## src/rtl/rtype_pkg.sv

```systemverilog
`default_nettype none
// ---------------------------------------------------------------------------
// rtype_pkg: R-type funct codes, issue FSM states and field helpers (rev 1.0)
// ---------------------------------------------------------------------------
package rtype_pkg;

  localparam logic [5:0] c_FN_AND   = 6'd36;
  localparam logic [5:0] c_FN_OR    = 6'd37;
  localparam logic [5:0] c_FN_ADD   = 6'd32;
  localparam logic [5:0] c_FN_SUB   = 6'd34;
  localparam logic [5:0] c_FN_SLT   = 6'd42;
  localparam logic [5:0] c_FN_SLL   = 6'd0;
  localparam logic [5:0] c_FN_MULTU = 6'd25;
  localparam logic [5:0] c_FN_MFHI  = 6'd16;
  localparam logic [5:0] c_FN_MFLO  = 6'd18;

  localparam logic [5:0] c_NOP_CODE = 6'h3F;

  typedef enum logic [1:0] {
    IDLE = 2'd0,
    EXEC = 2'd1,
    MULT = 2'd2
  } state_e;

  typedef struct packed {
    logic [5:0] op;
    logic [4:0] rs;
    logic [4:0] rt;
    logic [4:0] rd;
    logic [4:0] shamt;
    logic [5:0] funct;
  } instr_f_t;

  function automatic instr_f_t fields(input logic [31:0] w);
    return instr_f_t'(w);
  endfunction

  function automatic logic is_legal(input instr_f_t f);
    logic fn_ok;
    fn_ok = (f.funct == c_FN_AND)  || (f.funct == c_FN_OR)    ||
            (f.funct == c_FN_ADD)  || (f.funct == c_FN_SUB)   ||
            (f.funct == c_FN_SLT)  || (f.funct == c_FN_SLL)   ||
            (f.funct == c_FN_MULTU)|| (f.funct == c_FN_MFHI)  ||
            (f.funct == c_FN_MFLO);
    return (f.op == 6'd0) && fn_ok;
  endfunction

endpackage
`default_nettype wire

```

## src/rtl/rtype_regfile.sv

```systemverilog
`default_nettype none
// ---------------------------------------------------------------------------
// rtype_regfile: 32x32 register file, 2 read + 1 debug read + 1 write, R0 = 0 (rev 1.0)
// ---------------------------------------------------------------------------
module rtype_regfile (
  input  logic        clk,
  input  logic        rst_n,
  input  logic [4:0]  ra_addr_i,
  output logic [31:0] ra_data_o,
  input  logic [4:0]  rb_addr_i,
  output logic [31:0] rb_data_o,
  input  logic [4:0]  dbg_addr_i,
  output logic [31:0] dbg_data_o,
  input  logic        we_i,
  input  logic [4:0]  wa_i,
  input  logic [31:0] wd_i
);

  logic [31:0] mem_q [32];

  always_ff @(posedge clk or negedge rst_n) begin
    if (!rst_n) begin
      for (int i = 0; i < 32; i++) begin
        mem_q[i] <= '0;
      end
    end else if (we_i && (wa_i != 5'd0)) begin
      mem_q[wa_i] <= wd_i;
    end
  end

  // Entry 0 is never written, but the read mux still forces zero explicitly.
  assign ra_data_o  = (ra_addr_i  == 5'd0) ? 32'd0 : mem_q[ra_addr_i];
  assign rb_data_o  = (rb_addr_i  == 5'd0) ? 32'd0 : mem_q[rb_addr_i];
  assign dbg_data_o = (dbg_addr_i == 5'd0) ? 32'd0 : mem_q[dbg_addr_i];

endmodule
`default_nettype wire

```

## src/rtl/rtype_issue.sv

```systemverilog
`default_nettype none
// ---------------------------------------------------------------------------
// rtype_issue: single-issue R-type front end feeding the TotalALU (rev 1.0)
// ---------------------------------------------------------------------------
module rtype_issue #(
  parameter int         MULTU_CYCLES = 32,
  parameter logic [5:0] NOP_CODE     = 6'b111111
) (
  input  logic        clk,
  input  logic        reset,
  input  logic        instr_valid,
  input  logic [31:0] instr,
  output logic        instr_ready,
  output logic [31:0] dataA,
  output logic [31:0] dataB,
  output logic [5:0]  Signal,
  input  logic [31:0] aluOut,
  output logic        busy,
  output logic        illegal,
  output logic [15:0] retired,
  input  logic [4:0]  dbg_addr,
  output logic [31:0] dbg_data
);
  import rtype_pkg::*;

  localparam int               CNT_W      = (MULTU_CYCLES > 1) ? $clog2(MULTU_CYCLES) : 1;
  localparam logic [CNT_W-1:0] c_CNT_LOAD = CNT_W'(MULTU_CYCLES - 1);

  state_e           state_q, state_d;
  logic [CNT_W-1:0] cnt_q, cnt_d;
  logic [31:0]      data_a_q, data_a_d;
  logic [31:0]      data_b_q, data_b_d;
  logic [5:0]       signal_q, signal_d;
  logic [4:0]       rd_q, rd_d;
  logic             illegal_q, illegal_d;
  logic [15:0]      retired_q, retired_d;

  instr_f_t    w_f;
  logic [31:0] w_rs_data;
  logic [31:0] w_rt_data;
  logic        w_fire;
  logic        w_wb_en;

  assign w_f         = fields(instr);
  assign instr_ready = (state_q == IDLE);
  assign w_fire      = instr_valid && instr_ready;
  assign w_wb_en     = (state_q == EXEC);

  rtype_regfile u_rf (
    .clk        (clk),
    .rst_n      (reset),
    .ra_addr_i  (w_f.rs),
    .ra_data_o  (w_rs_data),
    .rb_addr_i  (w_f.rt),
    .rb_data_o  (w_rt_data),
    .dbg_addr_i (dbg_addr),
    .dbg_data_o (dbg_data),
    .we_i       (w_wb_en),
    .wa_i       (rd_q),
    .wd_i       (aluOut)
  );

  always_ff @(posedge clk or negedge reset) begin
    if (!reset) begin
      state_q   <= IDLE;
      cnt_q     <= '0;
      data_a_q  <= '0;
      data_b_q  <= '0;
      signal_q  <= NOP_CODE;
      rd_q      <= '0;
      illegal_q <= 1'b0;
      retired_q <= '0;
    end else begin
      state_q   <= state_d;
      cnt_q     <= cnt_d;
      data_a_q  <= data_a_d;
      data_b_q  <= data_b_d;
      signal_q  <= signal_d;
      rd_q      <= rd_d;
      illegal_q <= illegal_d;
      retired_q <= retired_d;
    end
  end

  always_comb begin
    state_d   = state_q;
    cnt_d     = cnt_q;
    data_a_d  = '0;
    data_b_d  = '0;
    signal_d  = NOP_CODE;
    rd_d      = rd_q;
    illegal_d = 1'b0;
    retired_d = retired_q;

    case (state_q)
      IDLE: begin
        if (w_fire) begin
          if (is_legal(w_f)) begin
            signal_d = w_f.funct;
            rd_d     = w_f.rd;
            if (w_f.funct == c_FN_SLL) begin
              data_a_d = w_rt_data;
              data_b_d = {27'd0, w_f.shamt};
            end else if ((w_f.funct != c_FN_MFHI) && (w_f.funct != c_FN_MFLO)) begin
              data_a_d = w_rs_data;
              data_b_d = w_rt_data;
            end
            if (w_f.funct == c_FN_MULTU) begin
              state_d = MULT;
              cnt_d   = c_CNT_LOAD;
            end else begin
              state_d = EXEC;
            end
          end else begin
            illegal_d = 1'b1;
          end
        end
      end

      EXEC: begin
        state_d   = IDLE;
        retired_d = retired_q + 16'd1;
      end

      MULT: begin
        // Operands and function code stay presented for the whole multiply window.
        data_a_d = data_a_q;
        data_b_d = data_b_q;
        signal_d = signal_q;
        if (cnt_q == '0) begin
          state_d   = IDLE;
          retired_d = retired_q + 16'd1;
          data_a_d  = '0;
          data_b_d  = '0;
          signal_d  = NOP_CODE;
        end else begin
          cnt_d = cnt_q - CNT_W'(1);
        end
      end

      default: begin
        state_d = IDLE;
      end
    endcase
  end

  assign dataA   = data_a_q;
  assign dataB   = data_b_q;
  assign Signal  = signal_q;
  assign busy    = (state_q != IDLE);
  assign illegal = illegal_q;
  assign retired = retired_q;

endmodule
`default_nettype wire

```

## config.mk

```make
export PLATFORM = sky130hd
export DESIGN_NAME = rtype_issue
export DESIGN_NICKNAME = d
export VERILOG_FILES = /design/src/rtl/rtype_pkg.sv /design/src/rtl/rtype_regfile.sv /design/src/rtl/rtype_issue.sv
export SDC_FILE = /design/constraint.sdc
export NUM_CORES = 2
export LEC_CHECK = 0
export ABC_CLOCK_PERIOD_IN_PS = 3600
export CAP_MARGIN = 20
export CORE_ASPECT_RATIO = 1.1
export CORE_MARGIN = 3
export CORE_UTILIZATION = 55
export CTS_BUF_LIST = sky130_fd_sc_hd__clkbuf_16
export DETAILED_ROUTE_END_ITERATION = 7
export PLACE_DENSITY = 0.72
export SETUP_SLACK_MARGIN = 0.1
export SLEW_MARGIN = 20
export SYNTH_ARGS = -nofsm -noshare
export SYNTH_HDL_FRONTEND = slang
export SYNTH_SLANG_ARGS = --single-unit
```

## constraint.sdc

```tcl
create_clock -name clk -period 3.6 [get_ports clk]
set_input_delay 0.72 -clock clk [delete_from_list [all_inputs] [get_ports clk]]
set_output_delay 0.72 -clock clk [all_outputs]
set_load 0.01 [all_outputs]
```

==> impl_metrics.toml <==
[grt]
grt_pass1_vias = 48557
gr-total-overflow = 0
grt_use_total_pct = 37.3
grt_pass1_wl_um = 339000
antenna_found_initial = 8
grt_max_degree = 144

[min_path]
min_path_type = "flop to flop"
min_to = "u_rf.mem_q[1001]$_DFFE_PN0P_"
worstHoldPathCells = 0
hold_start = "u_rf.mem_q[1001]$_DFFE_PN0P_"

[clock_tree]
numCtsBuffers = 117
clock_latency_ps = 760
cts_tree = "built"
cts_htree_levels = 3
clockBufferDepth = 3
path_clk_slew_ps = 60
cts.sinks = 1123
cts_root_buf = "clkbuf_16"

[drt]
vias = 48179
met3_length_um = 30100
wl_per_cell_um = 36.4
drc_errors = 0
route.met2.wl_um = 103000
wl_um = 232000
dr.pass1.iters = 6
highest_layer = "met5"
ant_nets = 0
drt_iter0_drc = 6368
viasPerCell = 7.55
met1_length_um = 85700

[power_and_ir_drop]
power_leakage_nw = 32.9
power_mw = 29.6
peakVddDrop_mv = 0.401
powerDensity_nw_per_um2 = 387

[floorplan]
die_x_um = 338
pin_count = 193
die_y_um = 371
row_count = 133
die-area_um2 = 125000
core_area_um2 = 120000
initial_core_util_pct = 55.6

[synth]
synth_fa_ha_area_share_pct = 0.0564
synth_edf_count = 0
synth.most_common_cell = "dfrtp_1"
synth_top_area_share_pct = 42.0
yosys_warnings = 0
synth_common_cells = "1117 x dfrtp_1, 1100 x mux2_2, 670 x mux4_2, 314 x mux2i_1, 276 x clkbuf_1"
synth_nets = 4678
synth_xor_area_share_pct = 0.224
ys_seq_area_share_pct = 42.2
synthArstFlopShare_pct = 100
syn_area_per_cell_um2 = 14.5
synth_top_family_by_area = "multiplexers"
synth_area_um2 = 66600
synth.area.mux_share_pct = 46.1
netlist_instances = 4603
yosys-top-cells-area = "dfrtp_1 42%, mux4_2 23%, mux2_2 19%"
ys_seq_elements = 1123
yosysUniqueCellTypes = 65
yosys_most_used_dff = "dfrtp_1"
synth_compound_area_share_pct = 4.98
yosys.area.top_type = "dfrtp_1"
yosys.area_share.simple_pct = 2.79

[setup_path]
r2r-start = "rd_q[4]$_DFFE_PN0P_"
cp.arrival_ps = 2770
crit_required_ps = 2880
cp_num_buf_inv = 6
cp-end-kind = "primary output"
worstPathCellList = "buf_16, buf_6, buf_16, buf_12, buf_8, mux4_2, mux4_2, mux2i_4, nor2_4, buf_6"
reg2reg_slack_ps = 740
critical-path-slowest-cell = "mux4_2"
start_kind = "primary input"
worstSetupPathType = "primary input to primary output"
cpPeakStageDelay_ps = 520
path_delay_family = "multiplexers"
ff2ff_path_depth = 4
r2r-end = "u_rf.mem_q[953]$_DFFE_PN0P_"
path_max_fanout = 7

[timing]
layout_setup_ws_ps = 107
max_slew_margin_pct = 22.6
rsz0062_at_grt = "yes"
timing_hold_violations_final = 0
clock_skew_ps = 32.2
whs_ps = 422
tightest_slew_ps = 1160
slew_viol_final = 0
fin_setup_tns_ps = 0
finalCritPeriodShare_pct = 97.0
finalCriticalPeriod_ps = 3490
setup_viol = 0
max_freq_ghz = 0.286

[cells_and_area]
fin_cells = 6382
area_delta_synth_final_pct = 15.0
nNetsFinal = 4802
n_fill_cell = 8627
design_area_um2 = 76600
fin_util_pct = 63.9
drive_above_1_share_pct = 49.7

[placed_design]
placed_area_um2 = 71900
place_ws_ps = -339
place_inst = 6117
port_buffers = 192
hpwlAfterDp_um = 137000
gp_congestion = 0.893

[run]
cap_violations = 0

[run_status]
status = "finished clean"
[layer usage]
metal / vias to the layer above / GRT usage (%)
met2: 3640 / 54.3
met5: - / 0
met4: 6 / 19.9
met3: 810 / 11.8
li1: 18438 / -
met1: 25285 / 50.1
[registers in the layout (all words and copies together) (netlist names)]
register and count:
state_q 2, Signal 6, rd_q 5, u_rf.mem_q 1024, dataB 32, cnt_q 5
illegal 1, dataA 32, retired 16
[logic make-up after synthesis]
family | count (synthesis)
muxes | 2091
DFF | 1123
buffers and inverters | 530
AOI/OAI and AO/OA | 454
and+or+nand+nor | 385
xor gates and xnor gates | 17
adders and majority gates | 3
[cell type report]
cell class	instances	area, µm²	share of cell area [%]
diodes	5	12.5	0.0163
clock buffers	120	3000	3.92
flip-flops and latches	1123	28100	36.7
well taps	1552	1940	2.54
repair buffers	524	6080	7.94
clock inverters	97	941	1.23
inverters	11	41.3	0.0539
multi-input cells	2950	36400	47.6
[timing repair]
item,4_1_cts,5_1_grt
pin swaps,2,3
resized for setup,141,28
buffers inserted,29,4
cloned,8,2
setup endpoints to repair,32,25
hold endpoints to repair,37,0
hold buffers,1,0
[worst register-to-register path, stage by stage (launching register included)]
cell and delay, ps:
dfrtp_1 360, buf_4 160, nor3_1 740, nand2_4 800
mux2_2 660
[cell usage in the layout, fill, tap and decap left out, drive strengths merged, types with 6 or more instances in the layout]
cell	Yosys	final
dfstp	6	6
xor2	10	10
o22ai	82	82
o221ai	24	24
a221oi	8	8
a211o	34	34
clkinvlp	0	6
a22oi	43	43
nand2	150	150
or3	27	27
o211ai	12	12
a21oi	38	38
clkbuf	277	126
nor3	11	11
mux2i	314	314
nand3	20	20
mux2	1107	1107
clkinv	1	48
dfrtp	1117	1117
clkdlybuf4s50	0	143
nor3b	6	6
a32oi	31	31
nand2b	6	6
inv	10	36
o31ai	26	26
a222oi	6	6
buf	242	365
bufinv	0	18
o22a	58	58
nand4	46	46
xnor2	7	7
a22o	18	18
o21ai	60	60
mux4	670	670
nor2	84	84
[report_power, final]
group          total, mW  switching (mW)  leakage [nW]  internal [mW]
combinational       3.75            2.01          16.3           1.74
sequential          13.2           0.309          14.6           12.9
clock               12.7            5.38          2.00           7.30
[worst max path at each step]
stage | slack, ps | from | to | cells past startpoint
after floorplan | 340 | dbg_addr[1] | dbg_data[10] | 7
after global placement | -320 | dbg_addr[0] | dbg_data[18] | 8
after detailed placement | -340 | dbg_addr[0] | dbg_data[18] | 8
after CTS | 2 | dbg_addr[0] | dbg_data[4] | 8
after global routing | 70 | dbg_addr[0] | dbg_data[23] | 10
final | 110 | dbg_addr[0] | dbg_data[22] | 10
Power figures use the tool's default switching activity.
